===== config.mk =====
export PLATFORM = sky130hd
export DESIGN_NAME = if_stage
export DESIGN_NICKNAME = d
export VERILOG_FILES = /design/src/rtl/riscv_pkg.sv /design/src/rtl/if_id_reg.sv /design/src/rtl/if_stage.sv
export SDC_FILE = /design/constraint.sdc
export NUM_CORES = 1
export LEC_CHECK = 0
export ABC_AREA = 1
export CAP_MARGIN = 20
export CORE_AREA = 2 2 161 178
export CTS_CLUSTER_SIZE = 40
export DETAILED_ROUTE_END_ITERATION = 10
export DIE_AREA = 0 0 163 180
export HOLD_SLACK_MARGIN = 0.15
export PLACE_DENSITY = 0.7
export SLEW_MARGIN = 20
export SYNTH_ARGS = -nofsm -noshare
export SYNTH_HDL_FRONTEND = slang
export SYNTH_SLANG_ARGS = --single-unit

===== constraint.sdc =====
create_clock -name clk -period 1.4 [get_ports clk]
set_input_delay 0.21 -clock clk [delete_from_list [all_inputs] [get_ports clk]]
set_output_delay 0.21 -clock clk [all_outputs]
set_load 0.1 [all_outputs]

===== src/rtl/riscv_pkg.sv =====
// Shared constants and type encodings for the fetch front end.
package riscv_pkg;

  localparam logic [31:0] RESET_VECTOR = 32'h0000_0000;
  localparam logic [31:0] NOP_INSTR    = 32'h0000_0013;

  // Fetch controller states
  typedef enum logic [1:0] {
    FETCH   = 2'd0,
    HOLD    = 2'd1,
    DISCARD = 2'd2
  } fetch_state_e;

  // Update action applied to the IF/ID register each cycle
  typedef enum logic [1:0] {
    IFID_HOLD   = 2'd0,  // keep contents
    IFID_LOAD   = 2'd1,  // capture a new valid instruction
    IFID_BUBBLE = 2'd2,  // clear valid only
    IFID_KILL   = 2'd3   // clear valid and force NOP (redirect)
  } ifid_op_e;

endpackage


===== src/rtl/if_id_reg.sv =====
// IF/ID pipeline register with load, bubble, kill and hold controls.
module if_id_reg
  import riscv_pkg::*;
(
  input  logic        clk,
  input  logic        rst,
  input  ifid_op_e    op,
  input  logic [31:0] d_pc,
  input  logic [31:0] d_pc4,
  input  logic [31:0] d_instr,
  output logic [31:0] if_id_pc,
  output logic [31:0] if_id_pc4,
  output logic [31:0] if_id_instr,
  output logic        if_id_valid
);

  logic [31:0] pc_q, pc_d;
  logic [31:0] pc4_q, pc4_d;
  logic [31:0] instr_q, instr_d;
  logic        valid_q, valid_d;

  // Select next register contents from the requested operation
  always_comb begin
    pc_d    = pc_q;
    pc4_d   = pc4_q;
    instr_d = instr_q;
    valid_d = valid_q;
    unique case (op)
      IFID_LOAD: begin
        pc_d    = d_pc;
        pc4_d   = d_pc4;
        instr_d = d_instr;
        valid_d = 1'b1;
      end
      IFID_BUBBLE: valid_d = 1'b0;
      IFID_KILL: begin
        valid_d = 1'b0;
        instr_d = NOP_INSTR;
      end
      default: ;
    endcase
  end

  // Register update with synchronous reset
  always_ff @(posedge clk) begin
    if (rst) begin
      pc_q    <= '0;
      pc4_q   <= '0;
      instr_q <= NOP_INSTR;
      valid_q <= 1'b0;
    end else begin
      pc_q    <= pc_d;
      pc4_q   <= pc4_d;
      instr_q <= instr_d;
      valid_q <= valid_d;
    end
  end

  assign if_id_pc    = pc_q;
  assign if_id_pc4   = pc4_q;
  assign if_id_instr = instr_q;
  assign if_id_valid = valid_q;

endmodule


===== src/rtl/if_stage.sv =====
// Instruction fetch stage: pc register, fetch FSM, one-entry hold buffer,
// and the IF/ID pipeline register.
module if_stage
  import riscv_pkg::*;
(
  input  logic        clk,
  input  logic        rst,
  input  logic [31:0] next_pc,
  input  logic        flush,
  input  logic        stall,
  output logic [31:0] pc4,
  output logic        imem_req,
  output logic [31:0] imem_addr,
  input  logic [31:0] imem_rdata,
  input  logic        imem_ready,
  output logic [31:0] if_id_pc,
  output logic [31:0] if_id_pc4,
  output logic [31:0] if_id_instr,
  output logic        if_id_valid
);

  fetch_state_e state_q, state_d;
  logic [31:0]  pc_q, pc_d;
  logic [31:0]  redirect_q, redirect_d;
  logic [31:0]  buf_pc_q, buf_pc_d;
  logic [31:0]  buf_instr_q, buf_instr_d;

  ifid_op_e     ifid_op;
  logic [31:0]  ifid_pc, ifid_pc4, ifid_instr;

  assign pc4       = pc_q + 32'd4;
  assign imem_addr = pc_q;

  // State, pc, redirect target and hold buffer registers
  always_ff @(posedge clk) begin
    if (rst) begin
      state_q     <= FETCH;
      pc_q        <= RESET_VECTOR;
      redirect_q  <= '0;
      buf_pc_q    <= '0;
      buf_instr_q <= '0;
    end else begin
      state_q     <= state_d;
      pc_q        <= pc_d;
      redirect_q  <= redirect_d;
      buf_pc_q    <= buf_pc_d;
      buf_instr_q <= buf_instr_d;
    end
  end

  // Next state, pc, redirect target and hold buffer
  always_comb begin
    state_d     = state_q;
    pc_d        = pc_q;
    redirect_d  = redirect_q;
    buf_pc_d    = buf_pc_q;
    buf_instr_d = buf_instr_q;
    unique case (state_q)
      FETCH: begin
        if (flush) begin
          if (imem_ready) begin
            pc_d = next_pc;
          end else begin
            // keep pc so the outstanding address stays stable until it drains
            redirect_d = next_pc;
            state_d    = DISCARD;
          end
        end else if (imem_ready) begin
          if (stall) begin
            buf_pc_d    = pc_q;
            buf_instr_d = imem_rdata;
            state_d     = HOLD;
          end else begin
            pc_d = next_pc;
          end
        end
      end
      HOLD: begin
        if (flush || !stall) begin
          pc_d    = next_pc;
          state_d = FETCH;
        end
        if (flush) begin
          buf_pc_d    = '0;
          buf_instr_d = '0;
        end
      end
      DISCARD: begin
        if (imem_ready) begin
          pc_d    = flush ? next_pc : redirect_q;
          state_d = FETCH;
        end else if (flush) begin
          redirect_d = next_pc;
        end
      end
      default: state_d = FETCH;
    endcase
  end

  // Memory request and IF/ID update selection
  always_comb begin
    imem_req   = !rst && (state_q != HOLD);
    ifid_op    = IFID_HOLD;
    ifid_pc    = pc_q;
    ifid_pc4   = pc4;
    ifid_instr = imem_rdata;
    if (flush) begin
      ifid_op = IFID_KILL;
    end else begin
      unique case (state_q)
        FETCH: begin
          if (imem_ready && !stall) ifid_op = IFID_LOAD;
          else if (!imem_ready && !stall) ifid_op = IFID_BUBBLE;
        end
        HOLD: begin
          ifid_pc    = buf_pc_q;
          ifid_pc4   = buf_pc_q + 32'd4;
          ifid_instr = buf_instr_q;
          if (!stall) ifid_op = IFID_LOAD;
        end
        DISCARD: begin
          if (!stall) ifid_op = IFID_BUBBLE;
        end
        default: ;
      endcase
    end
  end

  if_id_reg u_if_id_reg (
    .clk         (clk),
    .rst         (rst),
    .op          (ifid_op),
    .d_pc        (ifid_pc),
    .d_pc4       (ifid_pc4),
    .d_instr     (ifid_instr),
    .if_id_pc    (if_id_pc),
    .if_id_pc4   (if_id_pc4),
    .if_id_instr (if_id_instr),
    .if_id_valid (if_id_valid)
  );

endmodule


After elaboration in Yosys (flattened, before gate mapping). Index checks and enable logic that the tools add are counted.

Register bits: 227. Input port bits: 69.

Add/sub/neg operators: 2. Equal/unequal tests: 19. Muxes and demuxes: 42. Reduce and logical (&&, ||, !) cells: 18.

Operator list (number): $mux W32 (23); $pmux W32 S2 (4); $pmux W32 S3 (1); $add A32 B3 Y32 const B (2); $mux W2 (10); $ne A2 B2 Y1 const B (9); $reduce_and A5 Y1 (3); $ne A3 B3 Y1 const B (4); $pmux W2 S3 (2); $reduce_bool A2 Y1 (4); $eq A2 B2 Y1 const B (3); $eq A2 B1 Y1 const B (2); $reduce_and A4 Y1 (1); $logic_and A1 B1 Y1 (3); $logic_not A1 Y1 (3); $reduce_bool A3 Y1 (1); $logic_not A2 Y1 (1); $ne A2 B1 Y1 const B (1); $pmux W1 S2 (1); $reduce_or A2 Y1 (1); $logic_or A1 B1 Y1 (1); $mux W1 (1).

Depth between registers and ports, before layout. Gate-level depths: netlist of the first run.

Word-level depth: 9. Depth in mapped cells: 12. Depth with buffers taken out: 12.

Modules after synthesis. Synthesis of the first run repeated with hierarchy kept, for this count alone.

Cells, all modules: 1857. Area, all modules: 12041.5 µm².

By module, submodules not included: if_stage (instances 1, cells each 1298, area an instance 8160.3 µm²); if_id_reg (instances 1, cells each 559, area an instance 3881.2 µm²).

Worst setup path before layout of the first run. Ideal clock, no wire load.

Path type: reg-to-reg. From: register pc_q[3], in the netlist imem_addr[3]. To: register u_if_id_reg.pc4_q[10], in the netlist u_if_id_reg.if_id_pc4[10]. Arrival time: 3680 ps. Setup slack: -2340 ps. Cell stages (with the launch flop): 10. Path buffers: 0. Cells stage by stage: dfxtp_1 -> ha_1 -> nand2_1 -> nor2_4 -> nand2_2 -> xnor2_1 -> nand2_1 -> nand3_1 -> o211ai_1 -> inv_1.

Word-level cells in the longest chain between the ends: 3.

Ends and longest elaborated chain: start: declaration (line if_stage.sv:23) `logic [31:0] pc_q, pc_d;`; start signal: assignment (line if_stage.sv:44) `pc_q <= pc_d;`; $add A32 B3 Y32 * (line if_stage.sv:31) `assign pc4 = pc_q + 32'd4;`; named net pc4[10] (line if_stage.sv:11) `output logic [31:0] pc4,`; $mux W32 (line if_stage.sv:110) `unique case (state_q)`; $mux W32 * (line if_stage.sv:107) `if (flush) begin`; end signal: assignment (line if_id_reg.sv:53) `pc4_q <= pc4_d;`; end: declaration (line if_id_reg.sv:18) `logic [31:0] pc4_q, pc4_d;`.

Mark *: on every way through the listed nets, which the timed path passes. The rest lies on a longest branch. A chain may end at the register's enable or synchronous reset.

Final worst setup path of the first run.
From: register pc_q[12], in the netlist imem_addr[12]. To: output port pc4[26].

Word-level cells in the longest chain between the ends: 1.

Ends and longest elaborated chain (line): $add A32 B3 Y32 (if_stage.sv:31); end: declaration (if_stage.sv:11).

Every way passes these cells.

==> flow_summary.json, run 1 <==
{
  "violations_in_the_final_reports": "setup timing",
  "irDropWorstVdd_uv": 1350,
  "clk_transition_reported_paths_ns": 0.06,
  "first_global_vias": 14400,
  "gr-usage-all-layers_pct": 34.9,
  "area_delta_synth_final_pct": 117,
  "final_hold_viol_count": 0,
  "routed_wl_um": 64100,
  "avgSynthCellArea_um2": 7.06,
  "hpwl_um": 29600,
  "clock.fmax_ghz": 0.396,
  "chipHeight_um": 180,
  "cp_cell_sequence": "nand2_1, nor2_2, nand2_1, nor2_4, nand2_1, nand2_1, nand2_2, clkinvlp_4, buf_12",
  "fin_ws_ns": -1.13,
  "startpoint_type": "flop",
  "grt_overflow": 0,
  "synthCells": 1539,
  "cellLeakagePower_nw": 9.42,
  "period_share_pct": 181,
  "final.setup_skew_ns": 0.0332,
  "via_count": 14900,
  "synth.net_count": 1610,
  "grt_setup_unrepaired": "yes",
  "power_density_mw_per_mm2": 973,
  "antenna_violating_nets_left": 0,
  "drt_iter0_drc": 1651,
  "die_x_um": 163,
  "synth_flop_cell": "sky130_fd_sc_hd__dfxtp_1",
  "cp_slowest_cell": "sky130_fd_sc_hd__dfxtp_4",
  "power.switching_fraction_pct": 37.3,
  "synth-seq-area-share_pct": 41.5,
  "core_area_mm2": 0.0276,
  "muxShareOfSynthArea_pct": 3.25,
  "yosys.area_share.xor_xnor_pct": 0.725,
  "syn-cell-area_mm2": 0.0109,
  "clock_latency_ns": 0.56,
  "post_route_cells_drive_above_1_share_pct": 57.0,
  "portBuffers": 230,
  "post-route-min-period_ns": 2.53,
  "cts_buffers": 25,
  "grt_antenna_before_repair": 0,
  "p_comb_share_pct": 36.9,
  "hold_path.class": "primary input to flop",
  "worst_slew_margin_rel_pct": 63.5,
  "global_route_wire_length_before_repair_um": 80200,
  "grt_max_degree": 63,
  "vias_per_cell": 6.08,
  "edff_count_synth": 0,
  "fp.dieArea_mm2": 0.0293,
  "simple_gate_share_of_the_synthesized_area_pct": 25.4,
  "detail_route.first_pass.iterations": 7,
  "setup.reg_to_reg.worst_slack_ns": -0.69,
  "biggest_fanout_along_the_worst_timing_path": 4,
  "n_antenna_cell": 0,
  "ys_seq_elements": 225,
  "stdcell_area_mm2": 0.0236,
  "critical_path.max_stage_delay_ns": 0.40,
  "synth-adder-area-share_pct": 0.230,
  "worst_ep_arrival_time_ns": 2.32,
  "post-layout-total-power_mw": 23.0,
  "drt-wirelength-per-cell_um": 26.2,
  "cp_data_required_time_ns": 1.19,
  "slew_violations": 0,
  "asyncSetResetFlopFracSynth_pct": 0,
  "p_switching_mw": 8.57,
  "setup-violations-final": 319,
  "drv_cap": 0,
  "max-clock-path-buffers": 3,
  "power.share.clock_pct": 30.5,
  "synth_cell_type_count": 43,
  "cts.root.buffer_cell": "sky130_fd_sc_hd__clkbuf_16",
  "synth_warnings": 0,
  "starting_density_of_the_core_pct": 39.3,
  "power_report.internal_total_mw": 14.4,
  "globalplace.congestion": 0.883,
  "endpoint_kind": "primary output",
  "remaining_drc_errors": 0,
  "synth-compound-area-share_pct": 20.1,
  "critical_path_class": "flop to primary output",
  "cts_tree": "done",
  "pwr-share-seq_pct": 32.5,
  "nets": 2138,
  "largest_family_of_logic_cells_by_synthesized_area": "simple AND/OR/NAND/NOR gates",
  "clock-sinks": 225,
  "num_rows": 64,
  "io_pins": 231,
  "outcome": "complete, but fails checks",
  "postPlaceCellArea_mm2": 0.0173,
  "worstMarginPinSlew_ns": 0.548,
  "crit_top_cell": "sky130_fd_sc_hd__nand2_1",
  "cts.htree.levels": 1
}
-- Yosys cell counts, drive strengths merged, types with 4 or more instances --
cell type	number	area, µm²
nand2	414	1570
dfxtp	225	4500
nor2	167	693
o21ai	161	806
inv	119	447
a21oi	115	576
nand3	70	370
buf	61	370
a22oi	56	420
clkbuf	37	140
mux2i	24	240
a31oi	23	144
nand4	9	56.3
o211ai	9	81.3
mux2	8	113
a2bb2oi	7	61.3
nand3b	6	45.0
a211oi	5	37.5
xor2	5	43.8
xnor2	4	35.0
-- critical path: cells and delay by family, from the launching register on --
family                 cells  cell delay [ns]
and+or+nand+nor            7             1.10
DFF                        1             0.40
buffers and inverters      2             0.25
-- cell type report --
class / instances / area (µm²)
sequential: 225 / 4640
inverter: 120 / 533
multi-input combinational: 1096 / 8740
fill: 1214 / 4020
clock buffer: 39 / 781
timing repair buffer: 599 / 8400
clock inverter: 6 / 68.8
tap: 363 / 454
-- path summary, 6_finish.rpt --
check                                from  cells past startpoint                                      to
max            imem_addr[12]$_SDFFE_PP0P_                      9                                 pc4[26]
min                        imem_rdata[26]                      3            buf_instr_q[26]$_SDFFE_PP0P_
max reg2reg    imem_addr[12]$_SDFFE_PP0P_                     12  u_if_id_reg.if_id_pc4[18]$_SDFFE_PP0N_
min reg2reg  buf_instr_q[24]$_SDFFE_PP0P_                      2            buf_instr_q[24]$_SDFFE_PP0P_
-- what timing repair did --
action / in CTS / in global routing
setup buffers: 80 / 66
gates resized for setup: 583 / 465
gates cloned: 34 / 8
setup endpoints to repair: 289 / 315
pin swaps: 111 / 151
hold buffers: 1 / 0
hold endpoints to repair: 5 / 0
-- placed cells by master (no fill, tap or decap), drive strengths merged, types with 2 or more instances in the layout --
cell type,synthesis,routed
a211oi,5,5
a21oi,115,115
a22oi,56,56
a2bb2oi,7,7
a31oi,23,23
buf,61,522
clkbuf,37,47
clkdlybuf4s50,0,67
clkinv,1,6
clkinvlp,0,7
dfxtp,225,225
ha,2,2
inv,119,112
mux2,8,8
mux2i,24,24
nand2,414,414
nand3,70,70
nand3b,6,6
nand4,9,9
nor2,167,167
nor3,2,2
o211ai,9,9
o21a,3,3
o21ai,161,161
o32ai,3,3
xnor2,4,4
xor2,5,5
-- per-stage QoR --
stage | std cells | setup WS (ns) | utilization [%] | hold slack (ns) | setup TNS (ns)
floorplan | 1539 | -0.766 | - | 0.364 | -25.44
global placement | 2257 | -0.498 | 62.7 | 0.459 | -97.57
detailed placement | 2257 | -0.551 | 62.7 | 0.466 | -106.30
CTS | 2410 | -0.828 | 78.8 | 0.227 | -66.32
global route | 2448 | -1.16 | 85.4 | 0.289 | -98.79
finish | 2448 | -1.13 | 85.4 | 0.260 | -92.24
-- registers in the layout, summed over array words and instances (netlist names) --
| signal | count |
|---|---|
| buf_instr_q | 32 |
| buf_pc_q | 32 |
| imem_addr | 32 |
| redirect_q | 32 |
| u_if_id_reg.if_id_instr | 32 |
| u_if_id_reg.if_id_pc | 32 |
| u_if_id_reg.if_id_pc4 | 30 |
| state_q | 2 |
| u_if_id_reg.if_id_valid | 1 |
-- power groups by stage --
stage,Sequential (mW),Combinational (mW),Clock (mW)
after floorplan,8.76,2.11,0
after global placement,7.41,5.97,0
after detailed placement,7.43,6.04,0
after CTS,7.36,7.44,6.82
after global routing,7.50,8.67,7.22
final,7.47,8.49,7.02
-- metal layers --
metal  vias up  global-route usage (%)  routed length, µm  share of wire [%]
met2      1159                    62.6              30700                 48
li1       6191                       -                  -                  -
met1      7079                    39.9              20900                 33
met4         0                    16.8               6340                9.9
met3       463                    5.51               6220                9.7
met5         -                       0                  0                  0
-- cells by family after synthesis --
family / count (synthesis)
and+or+nand+nor: 670
AOI/OAI and AO/OA: 383
DFF: 225
buffers and inverters: 218
muxes: 32
xor gates and xnor gates: 9
adders and majority gates: 2
No activity file was read; power rests on OpenSTA's default activity.
==> run 2: changes to the inputs <==
- PLACE_DENSITY: 0.7 -> default
- PLACE_DENSITY_LB_ADDON: default -> 0.08
- clock period: 1.4 -> 3.2 ns (I/O delays scaled with it)
==> run 2 against run 1 <==
The run now ends clean. Power shrank 65%. Critical endpoint is now pc4[14]. Combinational power shrank 77%. Non-clock buffer count shrank 346. Critical path type unchanged. Clock power shrank 60%. Largest power group is now registers. Sequential share of layout area grew 13 points. Clock skew shrank 0.0038 ns.
==> flow_summary.json, run 2 (synthesized netlist as in run 1, its figures left out) <==
{
  "outcome": "finished clean",
  "grt_antenna_before_repair": 0,
  "endpoint_kind": "primary output",
  "max-clock-path-buffers": 3,
  "post_cts.repair.setup_buffers": 0,
  "critical_path_class": "flop to primary output",
  "hold_slack_ns": 0.293,
  "hpwl_um": 25100,
  "worst_slew_margin_rel_pct": 35.5,
  "place_worst_setup_slack_ns": 0.498,
  "cts_buffers": 25,
  "chipHeight_um": 180,
  "clock_latency_ns": 0.54,
  "drt-wirelength-per-cell_um": 16.9,
  "power_report.internal_total_mw": 5.19,
  "cp_slowest_cell": "sky130_fd_sc_hd__dfxtp_1",
  "antenna_violating_nets_left": 0,
  "irDropWorstVdd_uv": 320,
  "pwr-share-seq_pct": 40.3,
  "total_area_of_multi_input_combinational_cells_mm2": 0.00548,
  "cellLeakagePower_nw": 5.85,
  "cts.htree.levels": 1,
  "worst_ep_arrival_time_ns": 2.56,
  "clock.fmax_ghz": 0.329,
  "vias_per_cell": 5.14,
  "register_cell_area_after_layout_mm2": 0.00450,
  "grt_max_degree": 81,
  "detail_route.first_pass.iterations": 9,
  "global_route_wire_length_before_repair_um": 55400,
  "final.setup_skew_ns": 0.0294,
  "cts.root.buffer_cell": "sky130_fd_sc_hd__clkbuf_16",
  "gr-usage-all-layers_pct": 23.6,
  "globalplace.congestion": 0.910,
  "starting_density_of_the_core_pct": 39.3,
  "power.switching_fraction_pct": 35.1,
  "fin_ws_ns": 0.158,
  "critPathTopFamily": "simple AND/OR/NAND/NOR gates",
  "postPlaceCellArea_mm2": 0.0132,
  "io_pins": 231,
  "portBuffers": 230,
  "power.share.clock_pct": 35.4,
  "fp.dieArea_mm2": 0.0293,
  "cts_tree": "done",
  "post-route-min-period_ns": 3.04,
  "mostFrequentLayoutCells": "sky130_fd_sc_hd__nand2_1 (409), sky130_fd_sc_hd__dfxtp_1 (225), sky130_fd_sc_hd__o21ai_0 (156)",
  "core_area_mm2": 0.0276,
  "cts.hold.buffers_added": 0,
  "cp_num_buf_inv": 2,
  "critical_path.max_stage_delay_ns": 0.45,
  "num_rows": 64,
  "biggest_fanout_along_the_worst_timing_path": 7,
  "clock-sinks": 225,
  "stdcell_area_mm2": 0.0140,
  "final_hold_viol_count": 0,
  "hold_path.class": "primary input to flop",
  "layout.cells.most_common": "sky130_fd_sc_hd__nand2_1",
  "first_global_vias": 10200,
  "remaining_drc_errors": 0,
  "slew_violations": 0,
  "drv_cap": 0,
  "n_antenna_cell": 0,
  "cp_cell_sequence": "ha_1, nand2_1, nor2_4, inv_1, nor2_1, nand2_1, nand2_1, buf_12",
  "period_share_pct": 95.1,
  "cp_data_required_time_ns": 2.72,
  "crit_top_cell": "sky130_fd_sc_hd__nand2_1",
  "worstMarginPinSlew_ns": 0.965,
  "fillerInstances": 2771,
  "drt_iter0_drc": 848,
  "clk_transition_reported_paths_ns": 0.06,
  "routed_wl_um": 35500,
  "power_density_mw_per_mm2": 574,
  "post_route_cells_drive_above_1_share_pct": 14.1,
  "nets": 1792,
  "cts-resized-gates": 0,
  "setup-violations-final": 0,
  "p_switching_mw": 2.81,
  "grt_setup_unrepaired": "no",
  "startpoint_type": "flop",
  "grt_overflow": 0,
  "die_x_um": 163,
  "p_comb_share_pct": 24.3,
  "via_count": 10800,
  "area_delta_synth_final_pct": 28.4
}
==> run 2: cell types whose count changed in the layout (fill, tap and decap cells not counted), moves of 57 or more <==
cell	before	now
sky130_fd_sc_hd__buf_12	214	12
sky130_fd_sc_hd__nand2_1	276	409
sky130_fd_sc_hd__o21ai_0	24	156
sky130_fd_sc_hd__buf_6	96	0
sky130_fd_sc_hd__a21oi_1	26	115
sky130_fd_sc_hd__a21oi_2	79	0
sky130_fd_sc_hd__nand2_4	73	1
sky130_fd_sc_hd__o21ai_2	61	0
sky130_fd_sc_hd__nor2_1	92	149
==> run 2: worst reg2reg max path, cell delays in order, from the launching register on <==
cell	delay [ns]
sky130_fd_sc_hd__dfxtp_1	0.59
sky130_fd_sc_hd__nor2_8	0.16
sky130_fd_sc_hd__nand2_4	0.12
sky130_fd_sc_hd__buf_12	0.34
sky130_fd_sc_hd__nand3_2	0.16
sky130_fd_sc_hd__nand2_2	0.10
sky130_fd_sc_hd__buf_4	0.40
sky130_fd_sc_hd__a22oi_1	0.14
==> run 2: area by class of cell <==
type	count	share of cell area [%]
Multi-Input combinational cell	1096	39.3
Sequential cell	225	32.3
Timing Repair Buffer	253	16.3
Clock buffer	36	5.07
Tap cell	363	3.26
Inverter	120	3.24
Clock inverter	5	0.565
==> run 2: path summary, 6_finish.rpt <==
path / endpoint / slack, ns / depth (start not counted) / start
worst max register to register: buf_pc_q[2]$_SDFFE_PP0P_ / 1.03 / 7 / state_q[1]$_SDFFE_PP0P_
worst min register to register: u_if_id_reg.if_id_instr[17]$_SDFFE_PP0P_ / 0.46 / 2 / u_if_id_reg.if_id_instr[17]$_SDFFE_PP0P_
worst max-delay path: pc4[14] / 0.16 / 8 / imem_addr[2]$_SDFFE_PP0P_
worst min-delay path: state_q[1]$_SDFFE_PP0P_ / 0.29 / 2 / rst
==> run 2: layer usage <==
metal  GRT usage [%]  vias to the layer above  wire [µm]
li1                -                     5449          -
met1            32.5                     4892      16000
met2            38.6                      385      16300
met3            2.88                       61       2270
met4            6.97                        0        892
met5               0                        -          0
==> run 2: power groups by stage <==
stage / logic, mW / registers [mW] / clock network [mW]
3_3_place_gp: 1.94 / 3.28 / 0
4_1_cts: 1.96 / 3.22 / 2.89
6_report: 1.95 / 3.22 / 2.83
5_1_grt: 2.07 / 3.25 / 3.00
2_1_floorplan: 0.866 / 3.82 / 0
3_5_place_dp: 1.95 / 3.28 / 0
==> run 2: stage by stage <==
step / power (mW) / std cells / TNS (ns) / utilization, %
CTS: 8.06 / 2098 / 0 / 50.5
finish: 8.00 / 2098 / 0 / 50.5
global route: 8.32 / 2098 / 0 / 50.5
detailed placement: 5.23 / 2057 / 0 / 47.7
floorplan: 4.69 / 1539 / -0.00998 / -
global placement: 5.21 / 2057 / 0 / 47.7
